$ cat config.mk
export PLATFORM = sky130hd
export DESIGN_NAME = lane_copier_pipe
export DESIGN_NICKNAME = d
export VERILOG_FILES = /design/src/rtl/lane_copier_pipe.sv
export SDC_FILE = /design/constraint.sdc
export NUM_CORES = 1
export LEC_CHECK = 0
export BUFFER_PORTS_ARGS = -buffer_cell sky130_fd_sc_hd__buf_2
export CAP_MARGIN = 20
export CORE_ASPECT_RATIO = 0.5
export CORE_MARGIN = 2
export CORE_UTILIZATION = 45
export CTS_CLUSTER_DIAMETER = 30
export DETAILED_ROUTE_END_ITERATION = 16
export GPL_TIMING_DRIVEN = 0
export PLACE_DENSITY = 0.8
export SLEW_MARGIN = 10
export SYNTH_ARGS = -nofsm -noshare
export SYNTH_HDL_FRONTEND = slang
export SYNTH_SLANG_ARGS = --single-unit
$ cat constraint.sdc
create_clock -name clk -period 1.8 [get_ports clk]
set_clock_uncertainty 0.05 [all_clocks]
set_input_delay 0.18 -clock clk [delete_from_list [all_inputs] [get_ports clk]]
set_output_delay 0.18 -clock clk [all_outputs]
set_load 0.02 [all_outputs]
$ cat src/rtl/lane_copier_pipe.sv
// Lane-masked copy/invert/broadcast unit with an output register plus one skid register.
// Define LANE_COPIER_PIPE_STATS_EN to add a saturating completed-transfer counter (xfer_count).
`timescale 1ns/1ps
module lane_copier_pipe #(
  parameter int LANES  = 4,
  parameter int LANE_W = 8
) (
  input  logic                      clk,
  input  logic                      rst_n,
  input  logic                      in_valid,
  output logic                      in_ready,
  input  logic [1:0]                op,
  input  logic [LANES-1:0]          lane_mask,
  input  logic [LANES*LANE_W-1:0]   a,
  input  logic [LANES*LANE_W-1:0]   b,
  output logic                      out_valid,
  input  logic                      out_ready,
  output logic [LANES*LANE_W-1:0]   y1,
  output logic [LANES*LANE_W-1:0]   y2
`ifdef LANE_COPIER_PIPE_STATS_EN
  ,
  output logic [15:0]               xfer_count
`endif
);

  localparam int W = LANES * LANE_W;

  typedef enum logic [1:0] {EMPTY, ONE, TWO} state_t;

  state_t         state_reg, state_next;
  logic           in_ready_reg;
  logic [W-1:0]   y1_reg, y1_next, y2_reg, y2_next;
  logic [W-1:0]   skid_y1_reg, skid_y1_next, skid_y2_reg, skid_y2_next;
  logic [W-1:0]   calc_y1, calc_y2;
  logic           acc, cmp;

  // y1 uses only the enabled lanes, y2 only the disabled ones
  generate
    for (genvar gi = 0; gi < LANES; gi++) begin : g_lane
      logic [LANE_W-1:0] a_lane, res;
      assign a_lane = a[gi*LANE_W +: LANE_W];
      always_comb begin
        case (op)
          2'b00:   res = '0;
          2'b01:   res = a_lane;
          2'b10:   res = ~a_lane;
          default: res = a[LANE_W-1:0];
        endcase
      end
      assign calc_y1[gi*LANE_W +: LANE_W] = lane_mask[gi] ? res : '0;
      assign calc_y2[gi*LANE_W +: LANE_W] = lane_mask[gi] ? '0 : b[gi*LANE_W +: LANE_W];
    end
  endgenerate

  assign acc       = in_valid & in_ready_reg;
  assign out_valid = (state_reg != EMPTY);
  assign cmp       = out_valid & out_ready;
  assign in_ready  = in_ready_reg;
  assign y1        = y1_reg;
  assign y2        = y2_reg;

  always_comb begin
    state_next   = state_reg;
    y1_next      = y1_reg;
    y2_next      = y2_reg;
    skid_y1_next = skid_y1_reg;
    skid_y2_next = skid_y2_reg;
    case (state_reg)
      EMPTY: begin
        if (acc) begin
          state_next = ONE;
          y1_next    = calc_y1;
          y2_next    = calc_y2;
        end
      end
      ONE: begin
        if (acc && cmp) begin
          y1_next = calc_y1;
          y2_next = calc_y2;
        end else if (acc) begin
          state_next   = TWO;
          skid_y1_next = calc_y1;
          skid_y2_next = calc_y2;
        end else if (cmp) begin
          state_next = EMPTY;
          y1_next    = '0;
          y2_next    = '0;
        end
      end
      TWO: begin
        // in_ready is low here, so only a completion can move the pipe
        if (cmp) begin
          state_next   = ONE;
          y1_next      = skid_y1_reg;
          y2_next      = skid_y2_reg;
          skid_y1_next = '0;
          skid_y2_next = '0;
        end
      end
      default: state_next = EMPTY;
    endcase
  end

  always_ff @(posedge clk or negedge rst_n) begin
    if (!rst_n) begin
      state_reg    <= EMPTY;
      in_ready_reg <= 1'b0;
      y1_reg       <= '0;
      y2_reg       <= '0;
      skid_y1_reg  <= '0;
      skid_y2_reg  <= '0;
    end else begin
      state_reg    <= state_next;
      in_ready_reg <= (state_next != TWO);
      y1_reg       <= y1_next;
      y2_reg       <= y2_next;
      skid_y1_reg  <= skid_y1_next;
      skid_y2_reg  <= skid_y2_next;
    end
  end

`ifdef LANE_COPIER_PIPE_STATS_EN
  logic [15:0] xfer_count_reg;

  always_ff @(posedge clk or negedge rst_n) begin
    if (!rst_n) begin
      xfer_count_reg <= '0;
    end else if (cmp && (xfer_count_reg != 16'hFFFF)) begin
      xfer_count_reg <= xfer_count_reg + 16'd1;
    end
  end

  assign xfer_count = xfer_count_reg;
`endif

endmodule
# [Word level (Yosys, flattened, before mapping)]
# Cells that the tools add are included.
# W data, S select, Z words.
[word_totals] ff_bits=131 in_bits=74 out_inout_bits=66 wordCells=63
[op_classes] eq_ne=11 muxes=32 n_bitwise=6 reduce_logical=8
[ops] cell="$mux W32" n=10
[ops] cell="$pmux W32 S3" n=2
[ops] cell="$pmux W32 S2" n=2
[ops] cell="$pmux W8 S3" n=3
[ops] cell="$mux W8" n=8
[ops] cell="$not A8 Y8" n=4
[ops] cell="$pmux W8 S2" n=1
[ops] cell="$mux W2" n=5
[ops] cell="$ne A2 B2 Y1 const B" n=5
[ops] cell="$ne A3 B3 Y1 const B" n=2
[ops] cell="$pmux W2 S3" n=1
[ops] cell="$reduce_and A5 Y1" n=1
[ops] cell="$eq A2 B1 Y1 const B" n=2
[ops] cell="$eq A2 B2 Y1 const B" n=2
[ops] cell="$logic_not A2 Y1" n=2
[ops] cell="$reduce_and A4 Y1" n=1
[ops] cell="$reduce_bool A2 Y1" n=2
[ops] cell="$reduce_bool A3 Y1" n=1
[ops] cell="$and A1 B1 Y1" n=2
[ops] cell="$logic_and A1 B1 Y1" n=1

# [Longest topological paths before layout]
# Gate-level depths: netlist (run 1).
[depth] ltp_word=7 depth_mapped=8 mapped_depth_nobuf=6

# [Worst setup path after synthesis (run 1)]
# OpenSTA, ideal clock, no wires.
[synth_path] path_kind="register to register" start="register state_reg[0]" end="register in_ready_reg, in the netlist in_ready" setup_time_ns=0.138 t_arrival_ns=1.693 required_time_ns=1.612 path_slack_ns=-0.082 stages_incl_launch_ff=7 n_path_buf=0 period_less_slack_ns=1.882 path_cell_list="dfrtp_1 -> inv_1 -> ha_1 -> and2b_4 -> xnor2_1 -> o22ai_1 -> or4b_1"
[synth_via] elab_chain_len=7 elab_cells_between_ends=13 classes_between="eq/ne (3); mux (6); bitwise (1); reduce/logical (3)"
[synth_rtl] item="start, declared" line="30" source="state_t state_reg, state_next;"
[synth_rtl] item="start signal, assigned" line="113" source="state_reg <= state_next;"
[synth_rtl] item="$reduce_bool A2 Y1" line="56" source="assign out_valid = (state_reg != EMPTY);"
[synth_rtl] item="$and A1 B1 Y1" line="57" source="assign cmp = out_valid & out_ready;"
[synth_rtl] item="$mux W2" line="84" source="end else if (cmp) begin"
[synth_rtl] item="$mux W2" line="80" source="end else if (acc) begin"
[synth_rtl] item="$mux W2" line="77" source="if (acc && cmp) begin"
[synth_rtl] item="$pmux W2 S3 *" line="68" source="case (state_reg)"
[synth_rtl] item="$ne A2 B2 Y1 *" line="114" source="in_ready_reg <= (state_next != TWO);"
[synth_rtl] item="end signal, assigned" line="114"
[synth_rtl] item="end, declared" line="31" source="logic in_ready_reg;"
# Every way passes the cells marked *; elsewhere a longest branch is shown, timed or not.
# A chain may end at the register's enable or synchronous reset.

# [Worst setup path in the final report (run 1)]
[layout_path] start="register state_reg[0]" end="register y1_reg[0], in the netlist y1[0]"
[layout_via] elab_chain_len=5 elab_cells_between_ends=14 classes_between="eq/ne (6); mux (2); bitwise (1); reduce/logical (5)"
[layout_rtl] item="$reduce_bool A2 Y1" line="56"
[layout_rtl] item="$and A1 B1 Y1" line="57"
[layout_rtl] item="$logic_and A1 B1 Y1" line="77"
[layout_rtl] item="$ne A3 B3 Y1 (no line) or $mux W32 (tied branches)"
[layout_rtl] item="$reduce_and A5 Y1 (no line) or $pmux W32 S3 (tied branches)"
[layout_rtl] item="end signal, assigned" line="115" source="y1_reg <= y1_next;"
[layout_rtl] item="end, declared" line="32" source="logic [W-1:0] y1_reg, y1_next, y2_reg, y2_next;"
# Parallel ways exist; a longest one is shown, timed or not.

==> results of run 1 <==
==> placed cells by master (no fill, tap or decap), drive strengths merged <==
master / count
buf: 184
a21bo: 1
clkbuf: 56
a32oi: 40
nand3b: 8
and2: 1
o21ai: 33
nor3b: 1
o2111ai: 16
clkinvlp: 2
or2: 1
nor2: 68
o2bb2ai: 1
mux2: 8
nor2b: 1
bufinv: 1
a31oi: 24
and2b: 1
xnor2: 1
ha: 5
dlygate4sd3: 23
o22ai: 1
a32o: 40
or4b: 1
nor3: 2
dfrtp: 131
inv: 8
nand2b: 42
nand2: 59
clkinv: 6
nand4bb: 1
o31a: 1
a21oi: 43
nand3: 9
==> layout make-up <==
class                           count  area, um2  share of cell area
Buffer                             56        504              0.0585
Clock buffer                       23        488              0.0566
Clock inverter                      9       78.8             0.00914
Inverter                            8       30.0             0.00348
Multi-Input combinational cell    409       2720               0.316
Sequential cell                   131       3280               0.380
Tap cell                          176        220              0.0255
Timing Repair Buffer              184       1300               0.151
==> where the power goes <==
group          switching (mW)  internal [mW]
logic                    5.28           4.35
registers               0.730           4.34
clock network            1.27           2.03
total                    7.28           10.7
==> metal layers <==
layer,global-route usage,share of wire,wire length (um)
met1,0.343,0.41,8230
met2,0.436,0.49,9740
met3,0.0584,0.072,1430
met4,0.111,0.028,563
met5,0,0,0
==> per-stage QoR <==
stage / area, um2 / hold WS [ns] / utilization / setup TNS (ns)
after floorplan: 6140 / -0.166 / - / 0
after global placement: 7030 / 0.404 / 0.523 / -185.08
after detailed placement: 7070 / 0.0791 / 0.526 / -33.11
after CTS: 8310 / 0.000147 / 0.618 / -0.659
after global routing: 8630 / 0.0113 / 0.642 / -19.47
final: 8630 / 0.000177 / 0.642 / -14.16
==> final timing paths <==
path                            startpoint              end  slack, ns  cells after the start
max reg2reg                   state_reg[0]            y1[0]      -0.19                      9
min                                  b[24]  skid_y2_reg[24]     0.0002                      2
max in group asynchronous            rst_n     state_reg[1]       0.70                      3
min in group asynchronous            rst_n           y1[16]       0.20                      2
min reg2reg                skid_y1_reg[31]  skid_y1_reg[31]       0.44                      2
max                           state_reg[0]            y1[0]      -0.19                      9
==> logic make-up (layout without fill, tap and decap cells) <==
group,after synthesis,in the layout
buf+inv,64,280
fa+ha+maj,5,5
simple gates,195,195
flops,131,131
mux,8,8
compound gates,200,200
xor+xnor,1,1
==> timing repair <==
item,4_1_cts,5_1_grt
buffers inserted,14,2
hold endpoints to repair,63,1
pin swaps,12,17
cloned,2,8
endpoints found under the setup margin,128,128
hold buffers,22,1
resized for setup,91,39
==> results.sh, run 1 <==
export IMPL_outcome="finished, violations left"
export IMPL_violations="setup timing"
export IMPL_overflow=0
export IMPL_ys_seq_elements=131
export IMPL_yosysWarnings=0
export IMPL_critPathMaxStageDelay_ns=0.43
export IMPL_synth_area_leader_cell="dfrtp_1"
export IMPL_cp_cell_sequence="buf_4 -> ha_4 -> buf_6 -> nor3_4 -> o2bb2ai_4 -> buf_12 -> buf_8 -> nor2_1 -> a21oi_1"
export IMPL_yosys_cell_count_top_type="dfrtp_1"
export IMPL_antenna_found_initial=0
export IMPL_synth_main_ff_cell="dfrtp_1"
export IMPL_drt_first_iter_violations=538
export IMPL_clk_pin_slew_ns=0.06
export IMPL_min_path_type="input port to register"
export IMPL_relSlewSlack=0.601
export IMPL_detail_route_antenna_nets=0
export IMPL_final_nets=886
export IMPL_initial_core_util=0.456
export IMPL_synth_fa_ha_area_frac=0.0102
export IMPL_grt_pass1_vias=5669
export IMPL_synth_avg_cell_area_um2=10.1
export IMPL_final_cell_count_no_fill=996
export IMPL_synth_cell_area_mm2=0.00613
export IMPL_drive_above_1_share=0.335
export IMPL_clockBufferDepth=2
export IMPL_cp_required_ns=2.08
export IMPL_synth_top_cell_area_share=0.535
export IMPL_synth_nets=683
export IMPL_dpl_hpwl_um=12300
export IMPL_crit_fanout=9
export IMPL_slew_violations=0
export IMPL_crit_arrival_ns=2.27
export IMPL_synthTopCellsByCount="dfrtp_1, nor2_1, nand2_1"
export IMPL_track_usage=0.264
export IMPL_endpoint_kind="register"
export IMPL_hold_viol_final=0
export IMPL_crit_path_start_kind="register"
export IMPL_leakage_nw=3.86
export IMPL_syn2layout_area_growth_pct=40.8
export IMPL_cts_buffers=17
export IMPL_diodes=0
export IMPL_die_h_um=86.5
export IMPL_synth_compound_area_frac=0.238
export IMPL_synth_edf_count=0
export IMPL_clockRootBuffer="clkbuf_16"
export IMPL_place_ws_ns=-0.433
export IMPL_dieArea_mm2=0.0146
export IMPL_core_mm2=0.0134
export IMPL_cts_tree="yes"
export IMPL_rsz0062_at_grt="true"
export IMPL_post_route_drc_count=0
export IMPL_timing_final_ws_setup_ns=-0.191
export IMPL_num_rows=30
export IMPL_cp_top_family="buffers and inverters"
export IMPL_peakVddDrop_uv=1050
export IMPL_vias_per_cell=6.13
export IMPL_max_freq_mhz=502
export IMPL_io_buffers=135
export IMPL_worst_pin_slew_ns=0.598
export IMPL_power_mw=18.0
export IMPL_gp_congestion=0.903
export IMPL_die_x_um=169
export IMPL_crit_type="register to register"
export IMPL_yosys_area_share_simple=0.151
export IMPL_crit_buf_inv=4
export IMPL_synthArstFlopShare=1.00
export IMPL_synth_seq_area_share=0.535
export IMPL_cts_sinks=131
export IMPL_clock_latency_ns=0.41
export IMPL_cellPowerDensity_mw_per_mm2=2090
export IMPL_finalCritPeriodShare=1.11
export IMPL_fillers=1007
export IMPL_synthDistinctLibCells=36
export IMPL_drt_pre_antenna_iters=6
export IMPL_grt_first_pass_wirelength_um=29900
export IMPL_synth_area_leaders="dfrtp_1, a32o_1, a32oi_1"
export IMPL_slowest_stage="dfrtp_2"
export IMPL_dp_cells=916
export IMPL_dr_total_vias=6101
export IMPL_setup_viol=129
export IMPL_synth_top_family_by_area="compound AO/OA/AOI/OAI gates"
export IMPL_grt_max_degree=90
export IMPL_boundaryPins=140
export IMPL_drv_cap=0
export IMPL_min_period_ns=1.99
export IMPL_wirelength_um=20000
export IMPL_netlist_instances=604
export IMPL_htreeDepth=4
export IMPL_synth_xor_area_frac=0.00143
export IMPL_routedWlPerCell_um=20.0
export IMPL_synthMuxAreaShare=0.0147
No activity file was read; power rests on OpenSTA's default activity.
==> run 2: changes to the inputs <==
--- a/config.mk
+++ b/config.mk
@@ -7,7 +7,7 @@
 export LEC_CHECK = 0
 export BUFFER_PORTS_ARGS = -buffer_cell sky130_fd_sc_hd__buf_2
 export CAP_MARGIN = 20
-export CORE_ASPECT_RATIO = 0.5
+export CORE_ASPECT_RATIO = 0.6
 export CORE_MARGIN = 2
 export CORE_UTILIZATION = 45
 export CTS_CLUSTER_DIAMETER = 30
==> run 2 against run 1 <==
  * The flow still finishes with violations (setup timing)
  * Routed wire length decreased by 3.9%
  * Via count decreased by 4.8%
  * Die area decreased by 0.18%
  * Final area about the same
  * Combinational power decreased by 2.4%
  * Worst setup slack improved by 0.055 ns
  * Sequential share of layout area about the same
  * First-iteration DRC count decreased by 7.6%
  * Critical path type unchanged
  * Non-clock buffer count decreased by 3
  * Critical path depth decreased by 2
==> results.sh, run 2 (synthesis results as in run 1) <==
export IMPL_outcome="finished, violations left"
export IMPL_violations="setup timing"
export IMPL_final_nets=883
export IMPL_die_x_um=155
export IMPL_final_cell_count_no_fill=986
export IMPL_io_buffers=135
export IMPL_timing_final_ws_setup_ns=-0.136
export IMPL_grt_first_pass_wirelength_um=29200
export IMPL_detail_route_antenna_nets=0
export IMPL_setup_viol=126
export IMPL_worst_pin_slew_ns=0.603
export IMPL_fin_util=0.661
export IMPL_diodes=0
export IMPL_core_mm2=0.0131
export IMPL_crit_path_start_kind="register"
export IMPL_tns_ns=-10.23
export IMPL_die_h_um=94.4
export IMPL_drt_pre_antenna_iters=5
export IMPL_grt_max_degree=69
export IMPL_drt_first_iter_violations=497
export IMPL_slowest_stage="dfrtp_2"
export IMPL_final_cell_area_mm2=0.00862
export IMPL_endpoint_kind="register"
export IMPL_dieArea_mm2=0.0146
export IMPL_cts_buffers=17
export IMPL_slew_violations=0
export IMPL_cp_required_ns=2.04
export IMPL_leakage_nw=3.84
export IMPL_layout_cells_most_common_list="buf_2, dfrtp_1, nor2_1"
export IMPL_final_common_cell="buf_2"
export IMPL_finalCritPeriodShare=1.08
export IMPL_clockRootBuffer="clkbuf_16"
export IMPL_crit_arrival_ns=2.18
export IMPL_antenna_found_initial=0
export IMPL_htreeDepth=4
export IMPL_cts_tree="yes"
export IMPL_min_path_type="input port to register"
export IMPL_hold_viol_final=0
export IMPL_clk_pin_slew_ns=0.06
export IMPL_clockBufferDepth=2
export IMPL_gp_congestion=0.939
export IMPL_vias_per_cell=5.89
export IMPL_relSlewSlack=0.598
export IMPL_num_rows=32
export IMPL_clock_latency_ns=0.41
export IMPL_cp_top_family="compound AO/OA/AOI/OAI gates"
export IMPL_critPathMaxStageDelay_ns=0.46
export IMPL_track_usage=0.262
export IMPL_syn2layout_area_growth_pct=40.7
export IMPL_dr_total_vias=5808
export IMPL_grt_pass1_vias=5420
export IMPL_dp_cells=910
export IMPL_cp_cell_sequence="inv_4 -> ha_4 -> and2b_4 -> o31a_1 -> buf_6 -> buf_8 -> a32o_1"
export IMPL_min_period_ns=1.94
export IMPL_rsz0062_at_grt="true"
export IMPL_peakVddDrop_uv=946
export IMPL_crit_buf_inv=3
export IMPL_post_route_drc_count=0
export IMPL_dpl_hpwl_um=12500
export IMPL_max_freq_mhz=516
export IMPL_overflow=0
export IMPL_place_area_mm2=0.00706
export IMPL_crit_fanout=10
export IMPL_cts_sinks=131
export IMPL_drive_above_1_share=0.325
export IMPL_hold_ws_ns=0.00898
export IMPL_routedWlPerCell_um=19.5
export IMPL_initial_core_util=0.469
export IMPL_crit_type="register to register"
export IMPL_boundaryPins=140
export IMPL_drv_cap=0
export IMPL_cellPowerDensity_mw_per_mm2=2110
export IMPL_wirelength_um=19200
-- run 2: changes by cell type in the layout (fill, tap and decap cells not counted), sizes merged --
cell / before / now
clkbuf: 56 / 46
dlygate4sd3: 23 / 27
bufinv: 1 / 4
buf: 184 / 183
clkinv: 6 / 5
clkinvlp: 2 / 3
-- run 2: worst paths after layout --
kind                                 from         endpoint  slack [ns]  depth (start not counted)
setup / recovery             state_reg[0]  skid_y2_reg[14]       -0.14                          7
hold / removal                      b[29]  skid_y2_reg[29]       0.009                          2
min in group asynchronous           rst_n           y1[17]        0.28                          2
hold reg to reg            skid_y1_reg[9]   skid_y1_reg[9]        0.44                          2
setup reg to reg             state_reg[0]  skid_y2_reg[14]       -0.14                          7
max in group asynchronous           rst_n     state_reg[0]        0.63                          3
-- run 2: power by group --
| part | internal, mW | switching (mW) | leakage (nW) |
|---|---|---|---|
| combinational | 4.15 | 5.25 | 1.88 |
| clock | 2.35 | 1.31 | 0.295 |
| sequential | 4.34 | 0.781 | 1.66 |
-- run 2: per-stage QoR --
stage	setup slack, ns	total power, mW
global placement	-1.25	11.9
floorplan	0.00513	9.76
CTS	-0.0663	17.0
finish	-0.136	18.2
detailed placement	-0.455	12.1
global route	-0.219	19.2
-- run 2: what timing repair did --
| action | in CTS | in global routing |
|---|---|---|
| endpoints found under the setup margin | 129 | 129 |
| resized for setup | 83 | 40 |
| hold endpoints to repair | 88 | 1 |
| hold buffers | 26 | 1 |
| gates cloned | 3 | 5 |
| buffers inserted | 8 | 3 |
| pin swaps | 6 | 14 |
-- run 2: layout make-up --
cell class                      instances  area, um2
Buffer                                 56        490
Clock buffer                           19        443
Clock inverter                         12        183
Fill cell                            1005       4430
Inverter                                8       35.0
Multi-Input combinational cell        409       2710
Sequential cell                       131       3280
Tap cell                              170        213
Timing Repair Buffer                  181       1270
-- run 2: per-layer routing --
layer / up-vias / wire length (um) / track usage / part of all wire
met1: 2851 / 8830 / 0.388 / 0.46
met5: - / 0 / 0 / 0
met2: 291 / 8500 / 0.394 / 0.44
li1: 2638 / - / - / -
met4: 0 / 293 / 0.0694 / 0.015
met3: 28 / 1550 / 0.0551 / 0.081
-- run 2: worst reg2reg max path, stage by stage, from the launching register on --
cell     delay [ns]
dfrtp_2        0.46
inv_4          0.08
ha_4           0.15
and2b_4        0.22
o31a_1         0.32
buf_6          0.18
buf_8          0.16
a32o_1         0.20
